[src/rtl/multi_key_ctrl_if.sv]
// multi_key_ctrl_if: raw key inputs and per-channel gesture pulses.
// master drives the raw keys, slave is the key controller.
interface multi_key_ctrl_if #(
    parameter int N_KEYS = 4
);
    logic [N_KEYS-1:0] key_in;
    logic [N_KEYS-1:0] key_level;
    logic [N_KEYS-1:0] key_short;
    logic [N_KEYS-1:0] key_long;
    logic [N_KEYS-1:0] key_double;
    logic [N_KEYS-1:0] key_repeat;

    modport master (
        output key_in,
        input  key_level,
        input  key_short,
        input  key_long,
        input  key_double,
        input  key_repeat
    );

    modport slave (
        input  key_in,
        output key_level,
        output key_short,
        output key_long,
        output key_double,
        output key_repeat
    );
endinterface

[src/rtl/multi_key_ctrl.sv]
// multi_key_ctrl: N-channel key front end (sync, debounce, gesture FSM).
// Optional macro KEY_REPEAT_EN adds hold auto-repeat pulses on key_repeat.
module multi_key_ctrl #(
    parameter int N_KEYS      = 4,
    parameter int CLK_FREQ    = 27_000_000,
    parameter int DEBOUNCE_MS = 20,
    parameter int HOLD_MS     = 1000,
    parameter int DCLICK_MS   = 300,
    parameter int REPEAT_MS   = 200,
    parameter bit ACTIVE_LOW  = 1'b1
) (
    input logic clk,
    input logic rst,
    multi_key_ctrl_if.slave bus
);
    localparam int CYC_MS   = CLK_FREQ / 1000;
    localparam int CNT_DB   = CYC_MS * DEBOUNCE_MS;
    localparam int CNT_HOLD = CYC_MS * HOLD_MS;
    localparam int CNT_DC   = CYC_MS * DCLICK_MS;
    localparam int CNT_REP  = CYC_MS * REPEAT_MS;
    localparam int MAX_A    = (CNT_DB > CNT_HOLD) ? CNT_DB : CNT_HOLD;
    localparam int MAX_B    = (CNT_DC > CNT_REP) ? CNT_DC : CNT_REP;
    localparam int MAX_C    = (MAX_A > MAX_B) ? MAX_A : MAX_B;
    localparam int TW       = $clog2(MAX_C) + 1;

    localparam logic [TW-1:0] DB_LAST   = TW'((CNT_DB > 0) ? CNT_DB - 1 : 0);
    localparam logic [TW-1:0] HOLD_LAST = TW'((CNT_HOLD > 0) ? CNT_HOLD - 1 : 0);
    localparam logic [TW-1:0] DC_LAST   = TW'((CNT_DC > 0) ? CNT_DC - 1 : 0);
`ifdef KEY_REPEAT_EN
    localparam logic [TW-1:0] REP_LAST  = TW'((CNT_REP > 0) ? CNT_REP - 1 : 0);
`endif
    localparam bit   NO_DC    = (CNT_DC == 0);
    localparam logic RELEASED = ACTIVE_LOW;

    typedef enum logic [2:0] {
        IDLE,
        PRESS,
        LONG,
        WAIT2,
        PRESS2
    } state_t;

    logic [N_KEYS-1:0] sync1, sync2, pressed;
    logic [N_KEYS-1:0] level_q, short_q, long_q, double_q;
`ifdef KEY_REPEAT_EN
    logic [N_KEYS-1:0] rep_q;
`endif

    always_ff @(posedge clk) begin
        if (rst) begin
            sync1 <= {N_KEYS{RELEASED}};
            sync2 <= {N_KEYS{RELEASED}};
        end else begin
            sync1 <= bus.key_in;
            sync2 <= sync1;
        end
    end

    assign pressed = ACTIVE_LOW ? ~sync2 : sync2;

    for (genvar i = 0; i < N_KEYS; i++) begin : g_ch
        state_t        state;
        logic [TW-1:0] db_cnt, timer, timer_inc;
        logic          lvl, lvl_d, flip;
        logic          p_short, p_long, p_double;
`ifdef KEY_REPEAT_EN
        logic          p_rep;
`endif

        // FSM reacts to the debouncer's next value so gesture pulses
        // line up with the key_level edge that caused them.
        assign flip      = (pressed[i] != lvl) && (db_cnt >= DB_LAST);
        assign lvl_d     = flip ? pressed[i] : lvl;
        assign timer_inc = (timer == {TW{1'b1}}) ? timer : timer + TW'(1);

        always_ff @(posedge clk) begin
            if (rst) begin
                db_cnt <= '0;
                lvl    <= 1'b0;
            end else if (flip || pressed[i] == lvl) begin
                db_cnt <= '0;
                lvl    <= lvl_d;
            end else begin
                db_cnt <= db_cnt + TW'(1);
            end
        end

        always_ff @(posedge clk) begin
            if (rst) begin
                state    <= IDLE;
                timer    <= '0;
                p_short  <= 1'b0;
                p_long   <= 1'b0;
                p_double <= 1'b0;
`ifdef KEY_REPEAT_EN
                p_rep    <= 1'b0;
`endif
            end else begin
                p_short  <= 1'b0;
                p_long   <= 1'b0;
                p_double <= 1'b0;
`ifdef KEY_REPEAT_EN
                p_rep    <= 1'b0;
`endif
                unique case (state)
                    IDLE: begin
                        if (lvl_d) begin
                            state <= PRESS;
                            timer <= '0;
                        end
                    end
                    PRESS: begin
                        if (!lvl_d) begin
                            state <= WAIT2;
                            timer <= '0;
                        end else if (timer == HOLD_LAST) begin
                            p_long <= 1'b1;
                            state  <= LONG;
                            timer  <= '0;
                        end else begin
                            timer <= timer_inc;
                        end
                    end
                    LONG: begin
                        if (!lvl_d) begin
                            state <= IDLE;
                            timer <= '0;
`ifdef KEY_REPEAT_EN
                        end else if (timer == REP_LAST) begin
                            p_rep <= 1'b1;
                            timer <= '0;
                        end else begin
                            timer <= timer_inc;
`endif
                        end
                    end
                    WAIT2: begin
                        timer <= '0;
                        if (NO_DC) begin
                            p_short <= 1'b1;
                            state   <= lvl_d ? PRESS : IDLE;
                        end else if (lvl_d) begin
                            p_double <= 1'b1;
                            state    <= PRESS2;
                        end else if (timer == DC_LAST) begin
                            p_short <= 1'b1;
                            state   <= IDLE;
                        end else begin
                            timer <= timer_inc;
                        end
                    end
                    PRESS2: begin
                        if (!lvl_d) begin
                            state <= IDLE;
                        end
                    end
                    default: begin
                        state <= IDLE;
                        timer <= '0;
                    end
                endcase
            end
        end

        assign level_q[i]  = lvl;
        assign short_q[i]  = p_short;
        assign long_q[i]   = p_long;
        assign double_q[i] = p_double;
`ifdef KEY_REPEAT_EN
        assign rep_q[i]    = p_rep;
`endif
    end

    assign bus.key_level  = level_q;
    assign bus.key_short  = short_q;
    assign bus.key_long   = long_q;
    assign bus.key_double = double_q;
`ifdef KEY_REPEAT_EN
    assign bus.key_repeat = rep_q;
`else
    assign bus.key_repeat = '0;
`endif
endmodule

[src/flat_wrapper.sv]
// flat-port wrapper written by rule: the top's interface ports become plain ports
module multi_key_ctrl_flat 
#(
    parameter int N_KEYS      = 4,
    parameter int CLK_FREQ    = 27_000_000,
    parameter int DEBOUNCE_MS = 20,
    parameter int HOLD_MS     = 1000,
    parameter int DCLICK_MS   = 300,
    parameter int REPEAT_MS   = 200,
    parameter bit ACTIVE_LOW  = 1'b1
)
  (clk, rst, bus_key_in, bus_key_level, bus_key_short, bus_key_long, bus_key_double, bus_key_repeat);
  multi_key_ctrl_if #(.N_KEYS(N_KEYS)) bus_i ();
  input logic clk;
  input logic rst;
  input wire logic [$bits(bus_i.key_in)-1:0] bus_key_in;
  output wire logic [$bits(bus_i.key_level)-1:0] bus_key_level;
  output wire logic [$bits(bus_i.key_short)-1:0] bus_key_short;
  output wire logic [$bits(bus_i.key_long)-1:0] bus_key_long;
  output wire logic [$bits(bus_i.key_double)-1:0] bus_key_double;
  output wire logic [$bits(bus_i.key_repeat)-1:0] bus_key_repeat;
  assign bus_i.key_in = bus_key_in;
  assign bus_key_level = bus_i.key_level;
  assign bus_key_short = bus_i.key_short;
  assign bus_key_long = bus_i.key_long;
  assign bus_key_double = bus_i.key_double;
  assign bus_key_repeat = bus_i.key_repeat;
  multi_key_ctrl #(.N_KEYS(N_KEYS), .CLK_FREQ(CLK_FREQ), .DEBOUNCE_MS(DEBOUNCE_MS), .HOLD_MS(HOLD_MS), .DCLICK_MS(DCLICK_MS), .REPEAT_MS(REPEAT_MS), .ACTIVE_LOW(ACTIVE_LOW)) u_core (.clk(clk), .rst(rst), .bus(bus_i));
endmodule
[config.mk]
export PLATFORM = sky130hd
export DESIGN_NAME = multi_key_ctrl_flat
export DESIGN_NICKNAME = d
export VERILOG_FILES = /design/src/rtl/multi_key_ctrl_if.sv /design/src/rtl/multi_key_ctrl.sv /design/src/flat_wrapper.sv
export SDC_FILE = /design/constraint.sdc
export NUM_CORES = 1
export LEC_CHECK = 0
export ABC_AREA = 1
export BUFFER_PORTS_ARGS = -buffer_cell sky130_fd_sc_hd__buf_2
export CORE_AREA = 10 10 199 201
export DETAILED_ROUTE_END_ITERATION = 10
export DIE_AREA = 0 0 209 211
export GPL_ROUTABILITY_DRIVEN = 0
export PLACE_DENSITY_LB_ADDON = 0.15
export SLEW_MARGIN = 10
export SYNTH_ARGS = -nofsm -noshare
export SYNTH_HDL_FRONTEND = slang
export SYNTH_SLANG_ARGS = --single-unit
[constraint.sdc]
create_clock -name clk -period 1.9 [get_ports clk]
set_input_delay 0.095 -clock clk [delete_from_list [all_inputs] [get_ports clk]]
set_output_delay 0.095 -clock clk [all_outputs]
set_load 0.02 [all_outputs]
# Word-level counts from Yosys, hierarchy flattened
# Cells that the tools add are included.
# word_totals
regBits,244
input_bits,6
out_inout_bits,20
wordCells,231
# classes
addsub,8
n_lt_le_gt_ge,4
n_eq_ne,56
n_mux,76
n_bitwise,17
n_reduce_logical,40
# ops
cell,count
26-bit two-way mux,28
26-bit case mux with 5 select lines,4
26-bit by 1-bit adder with 26-bit output (second input constant),8
26-bit by 23-bit equality test with 1-bit output (second input constant),4
26-bit by 25-bit equality test with 1-bit output (second input constant),4
26-bit equality test (second input constant),4
26-bit by 20-bit greater-or-equal comparator with 1-bit output (second input constant),4
3-bit two-way mux,24
3-bit case mux with 4 select lines,4
3-bit by 2-bit equality test with 1-bit output (second input constant),8
2-bit OR reduction,12
3-bit OR reduction,8
1-bit two-way mux,16
2-bit inequality test (second input constant),8
1-bit inverter,16
4-bit AND reduction,4
3-bit by 1-bit equality test with 1-bit output (second input constant),4
3-bit equality test (second input constant),4
3-bit zero test,4
3-bit by 1-bit inequality test with 1-bit output (second input constant),4
3-bit inequality test (second input constant),4
3-bit AND reduction,4
2-bit by 1-bit inequality test with 1-bit output (second input constant),4
1-bit equality test,4
4 further kinds,13

# Longest topological paths before layout
# logic_depth
depth_word,6
depth_mapped,17
depth_no_buf,16

# Worst setup path before layout
# OpenSTA, ideal clock, no wires.
# synth_timing
path_type,flip-flop to flip-flop
from,register u_core.g_ch[0].timer[0]
to,register u_core.g_ch[0].timer[10]
setup_ns,0.128
arrival_ns,1.879
required_time_ns,1.772
slack_ns,-0.107
path_stages_with_launch,12
n_path_buf,1
period_less_slack_ns,2.007
path_cell_list,dfxtp_1 > ha_1 > inv_1 > nor2_4 > nand4_2 > nor3_4 > buf_6 > a21oi_1 > nand3_1 > nand2_1 > a21oi_1 > nor2_1
# synth_via
elab_chain_len,5
elab_cells_between_ends,10
classes_between,add/sub: 1; eq/ne: 3; mux: 6
# synth_lines
element,line_no,source
start: declaration,multi_key_ctrl.sv:63,"logic [TW-1:0] db_cnt, timer, timer_inc;"
start signal: assignment,multi_key_ctrl.sv:121,timer <= timer_inc;
start signal: assignment,multi_key_ctrl.sv:149,timer <= timer_inc;
26-bit by 1-bit adder with 26-bit output or 26-bit equality test (tied branches),multi_key_ctrl.sv:74,assign timer_inc = (timer == {TW{1'b1}}) ? timer : timer + TW'(1);
26-bit two-way mux,multi_key_ctrl.sv:74,
26-bit two-way mux (on tied branches),"multi_key_ctrl.sv:145, multi_key_ctrl.sv:116",
26-bit two-way mux (on tied branches),"multi_key_ctrl.sv:142, multi_key_ctrl.sv:113",
26-bit case mux with 5 select lines (*),multi_key_ctrl.sv:105,unique case (state)
# Mark *: on every way between the ends. The rest lies on a longest branch, timed or not.
# A chain may end at the register's enable or synchronous reset.

# Worst setup path in the final report
# layout_timing
from,register u_core.g_ch[2].db_cnt[1]
to,register u_core.g_ch[2].timer[25]
# layout_via
elab_chain_len,5
elab_cells_between_ends,9
classes_between,order compare: 1; eq/ne: 2; mux: 4; reduce/logical: 2
# layout_lines
element,line_no,source
start: declaration,multi_key_ctrl.sv:63,
start signal: assignment,multi_key_ctrl.sv:84,db_cnt <= db_cnt + TW'(1);
26-bit by 20-bit greater-or-equal comparator with 1-bit output (*),multi_key_ctrl.sv:72,assign flip = (pressed[i] != lvl) && (db_cnt >= DB_LAST);
1-bit logical AND (*),multi_key_ctrl.sv:72,
1-bit two-way mux (*),multi_key_ctrl.sv:73,assign lvl_d = flip ? pressed[i] : lvl;
"26-bit two-way mux, or another cell as far along",multi_key_ctrl.sv:142,end else if (lvl_d) begin
26-bit case mux with 5 select lines or 3-bit AND reduction (tied branches),n/a,
end signal: assignment,multi_key_ctrl.sv:121,
end signal: assignment,multi_key_ctrl.sv:149,
end: declaration,multi_key_ctrl.sv:63,
# Marked as above.

==> impl_metrics.csv <==
group,metric,value,unit
pwr,power_density,687,nW/um^2
pwr,max-vdd-ir-drop,0.000691,V
critical_path,cpPeakStageDelay,0.35,ns
floorplan,initial_utilization,43.8,%
floorplan,core-area,35400,sq um
critical_path,worst-path-max-fanout,13,
run_status,status,"finished with violations",
placement,port_buffers,21,
sta,min_period_over_period,102,%
sta,worstMarginPinSlew,0.609,ns
sta,setup_tns,-0.145,ns
detailed_routing,wl,48300,um
synth,syn_inst,2514,
clock_tree,cts_buffer_depth,3,
synth,syn_area,15500,sq um
detailed_routing,via_per_inst,5.31,
detailed_routing,drt-initial-drc-count,1360,
synth,synth_top_cell_by_area,"dfxtp_1",
detailed_routing,wire_per_inst,14.8,um
detailed_routing,ant_nets,0,
layout,fillCellCount,3332,
floorplan,fp-row-count,69,
synth,synth_top_area_share,31.5,%
critical_path,required,2.41,ns
sta,hold_viol_final,0,
global_routing,grt_pass1_vias,15507,
clock_tree,clk_pin_slew,0.07,ns
pwr,p_leak,8.76,nW
hold_path,hold_depth,3,
sta,fin_skew,0.0127,ns
critical_path,cp_slowest_cell,"dfxtp_2",
synth,synth_enable_flop_cells,0,
layout,drive_gt1_share,28.0,%
critical_path,arrival,2.44,ns
hold_path,min_to,"u_core.sync1[3]",
sta,fmax,517,MHz
detailed_routing,drc,0,
hold_path,hp-class,"in -> reg",
global_routing,grt_overflow,0,
critical_path,critPathLaunchType,"flip-flop",
clock_tree,clock_sinks,244,
clock_tree,clk_latency,0.58,ns
global_routing,grt_first_pass_wirelength,72700,um
critical_path,regToRegSetupSlack,-0.04,ns
floorplan,dieArea,44100,sq um
synth,avgSynthCellArea,6.16,sq um
synth,yosysMostFrequentCell,"nand2_1",
floorplan,die_y,211,um
critical_path,r2r-start,"u_core.g_ch[2].db_cnt[1]",
floorplan,io_pins,26,
detailed_routing,dr.pass1.iters,6,
floorplan,die-width,209,um
sta,layout_setup_ws,-0.0358,ns
critical_path,crit_type,"reg -> reg",
clock_tree,cts_tree,"built",
layout,fin_nets,2794,
sta,final_max_slew_viol_count,0,
sta,slew_headroom,59.1,%
global_routing,grt_max_degree,79,
layout,multi_input_area,10700,sq um
placement,dpl.hpwl,30700,um
synth,ys_warn_count,0,
sta,setup_violations,14,
critical_path,end_kind,"flip-flop",
flow_run,cap_violations,0,
clock_tree,htreeDepth,1,
layout,regArea,4940,sq um
sta,period_needed,1.94,ns
clock_tree,numCtsBuffers,29,
synth,ys_top_cells_by_count,"nand2_1, nor2_1, inv_1, dfxtp_1, nand3_1",
synth,ys_seq_elements,244,
synth,yosys-top-cells-area,"dfxtp_1, nand2_1, nor2_1",
clock_tree,root_buffer,"clkbuf_16",
layout,final_util,59.6,%
layout,diodes,0,
layout,areaGrowthSynthToFinish,36.1,%
synth,synth_ff_type,"dfxtp_1",
synth,ys_seq_area_share,31.5,%
global_routing,track_usage,18.7,%
critical_path,crit_top_cell,"nand2_2",
critical_path,rr_worst_depth,12,
synth,synth_cell_type_count,44,
synth,synthArstFlopShare,0,%
run_status,violations,"negative setup slack",
critical_path,reg2reg_to,"u_core.g_ch[2].timer[25]",
critical_path,crit_chain,"ha_4, nand4_1, nand3_1, nand3_2, nand2_2, nand2_2, nand2_4, nand2_2, nand3_4, buf_12, nand2_1, a21oi_1",
global_routing,antenna_found_initial,0,
sta,rsz0062_at_grt,"yes",
detailed_routing,vias,17329,
hold_path,hp-start,"bus_key_in[3]",
==> final cells by class <==
cell class / instances / area share (%)
Multi-Input combinational cell: 1933 / 50.6
Sequential cell: 244 / 23.4
Timing Repair Buffer: 316 / 14.1
Inverter: 255 / 4.58
Clock buffer: 38 / 3.89
Tap cell: 461 / 2.74
Clock inverter: 13 / 0.653
Timing Repair inverter: 1 / 0.0356
==> per-layer routing <==
layer | vias to the layer above | wire (um) | GRT usage, %
met5 | - | 0 | 0
met2 | 586 | 22800 | 31.8
met3 | 122 | 3000 | 2.68
li1 | 8659 | - | -
met4 | 0 | 1560 | 5.01
met1 | 7962 | 21000 | 24.2
==> worst max-delay path: cells and delay by family, from the launching register on <==
family                   cells  cell delay (ns)
flip-flops                   1             0.35
buffers and inverters        1             0.17
AND/OR/NAND/NOR              9             1.03
adder cells (fa/ha/maj)      1             0.15
AO/OA/AOI/OAI                1             0.15
==> cell families (layout without fill, tap and decap cells) <==
group / count (synthesis) / count (layout) / share of synthesized area (%)
adder cells (fa/ha/maj): 8 / 8 / 0.646
AO/OA/AOI/OAI: 260 / 260 / 8.76
other: 1 / 28 / 0.0242
flip-flops: 244 / 244 / 31.5
XOR/XNOR: 67 / 67 / 3.79
AND/OR/NAND/NOR: 1568 / 1570 / 44.8
buffers and inverters: 366 / 623 / 10.5
==> worst max-delay path by stage <==
stage,startpoint,endpoint,slack (ns),cells after the start
6_report,u_core.g_ch[2].db_cnt[1],u_core.g_ch[2].timer[25],-0.04,12
4_1_cts,u_core.g_ch[3].db_cnt[1],u_core.g_ch[3].timer[0],-0.02,13
3_5_place_dp,u_core.g_ch[2].db_cnt[0],u_core.g_ch[2].timer[12],-0.11,12
2_1_floorplan,u_core.g_ch[3].timer[1],u_core.g_ch[3].timer[1],0.007,13
3_3_place_gp,u_core.g_ch[3].timer[16],u_core.g_ch[3].timer[16],-0.08,11
5_1_grt,u_core.g_ch[2].db_cnt[12],u_core.g_ch[2].timer[19],-0.16,13
==> report_power, final <==
part	switching, W	internal, W	total [W]	leakage [nW]
clock network	0.00227	0.00330	0.00557	0.482
registers	0.000116	0.00524	0.00535	2.00
logic	0.00218	0.00138	0.00357	6.28
total	0.00457	0.00993	0.0145	8.76
==> registers in the layout, indices dropped and copies added (netlist names) <==
register and flops:
u_core.g_ch.db_cnt 104, u_core.g_ch.timer 104, u_core.g_ch.state 12, u_core.g_ch.lvl 4, u_core.g_ch.p_double 4, u_core.g_ch.p_long 4, u_core.g_ch.p_short 4, u_core.sync1 4
u_core.sync2 4
==> cell usage in the layout, fill, tap and decap left out, types with 26 or more instances in the layout <==
| cell | synthesis | routed |
|---|---|---|
| nand2_4 | 1 | 31 |
| buf_6 | 12 | 27 |
| clkbuf_16 | 0 | 42 |
| o21ai_0 | 40 | 27 |
| conb_1 | 1 | 28 |
| nand2_2 | 14 | 58 |
| a21oi_1 | 195 | 109 |
| nand3_2 | 4 | 26 |
| a21oi_2 | 0 | 82 |
| nor2_2 | 11 | 45 |
| nor2_1 | 411 | 346 |
| dfxtp_1 | 244 | 202 |
| nand4_1 | 108 | 108 |
| dfxtp_2 | 0 | 40 |
| nor2_4 | 5 | 36 |
| nand2_1 | 657 | 579 |
| inv_1 | 251 | 228 |
| nand3_1 | 238 | 205 |
| xor2_1 | 44 | 44 |
| nor3_1 | 50 | 44 |
| buf_4 | 34 | 224 |
==> what timing repair did <==
action / CTS / global route
pin swaps: 9 / 142
hold buffers: 6 / 0
gates cloned: 2 / 22
setup buffers: 7 / 52
resized for setup: 51 / 449
setup endpoints to repair: 97 / 165
hold endpoints to repair: 12 / 0
==> per-stage QoR <==
stage / area, sq um / std cells / power (W) / hold WS, ns / setup WS, ns
after floorplan: 15600 / 2541 / 0.00687 / 0.199 / 0.00744
after global placement: 17400 / 3123 / 0.00757 / 0.277 / -0.0774
after detailed placement: 17400 / 3123 / 0.00760 / 0.281 / -0.114
after CTS: 18700 / 3189 / 0.0136 / 0.192 / -0.0249
after global routing: 21100 / 3261 / 0.0151 / 0.232 / -0.159
final: 21100 / 3261 / 0.0145 / 0.228 / -0.0358
(Power assumes the default switching activity.)
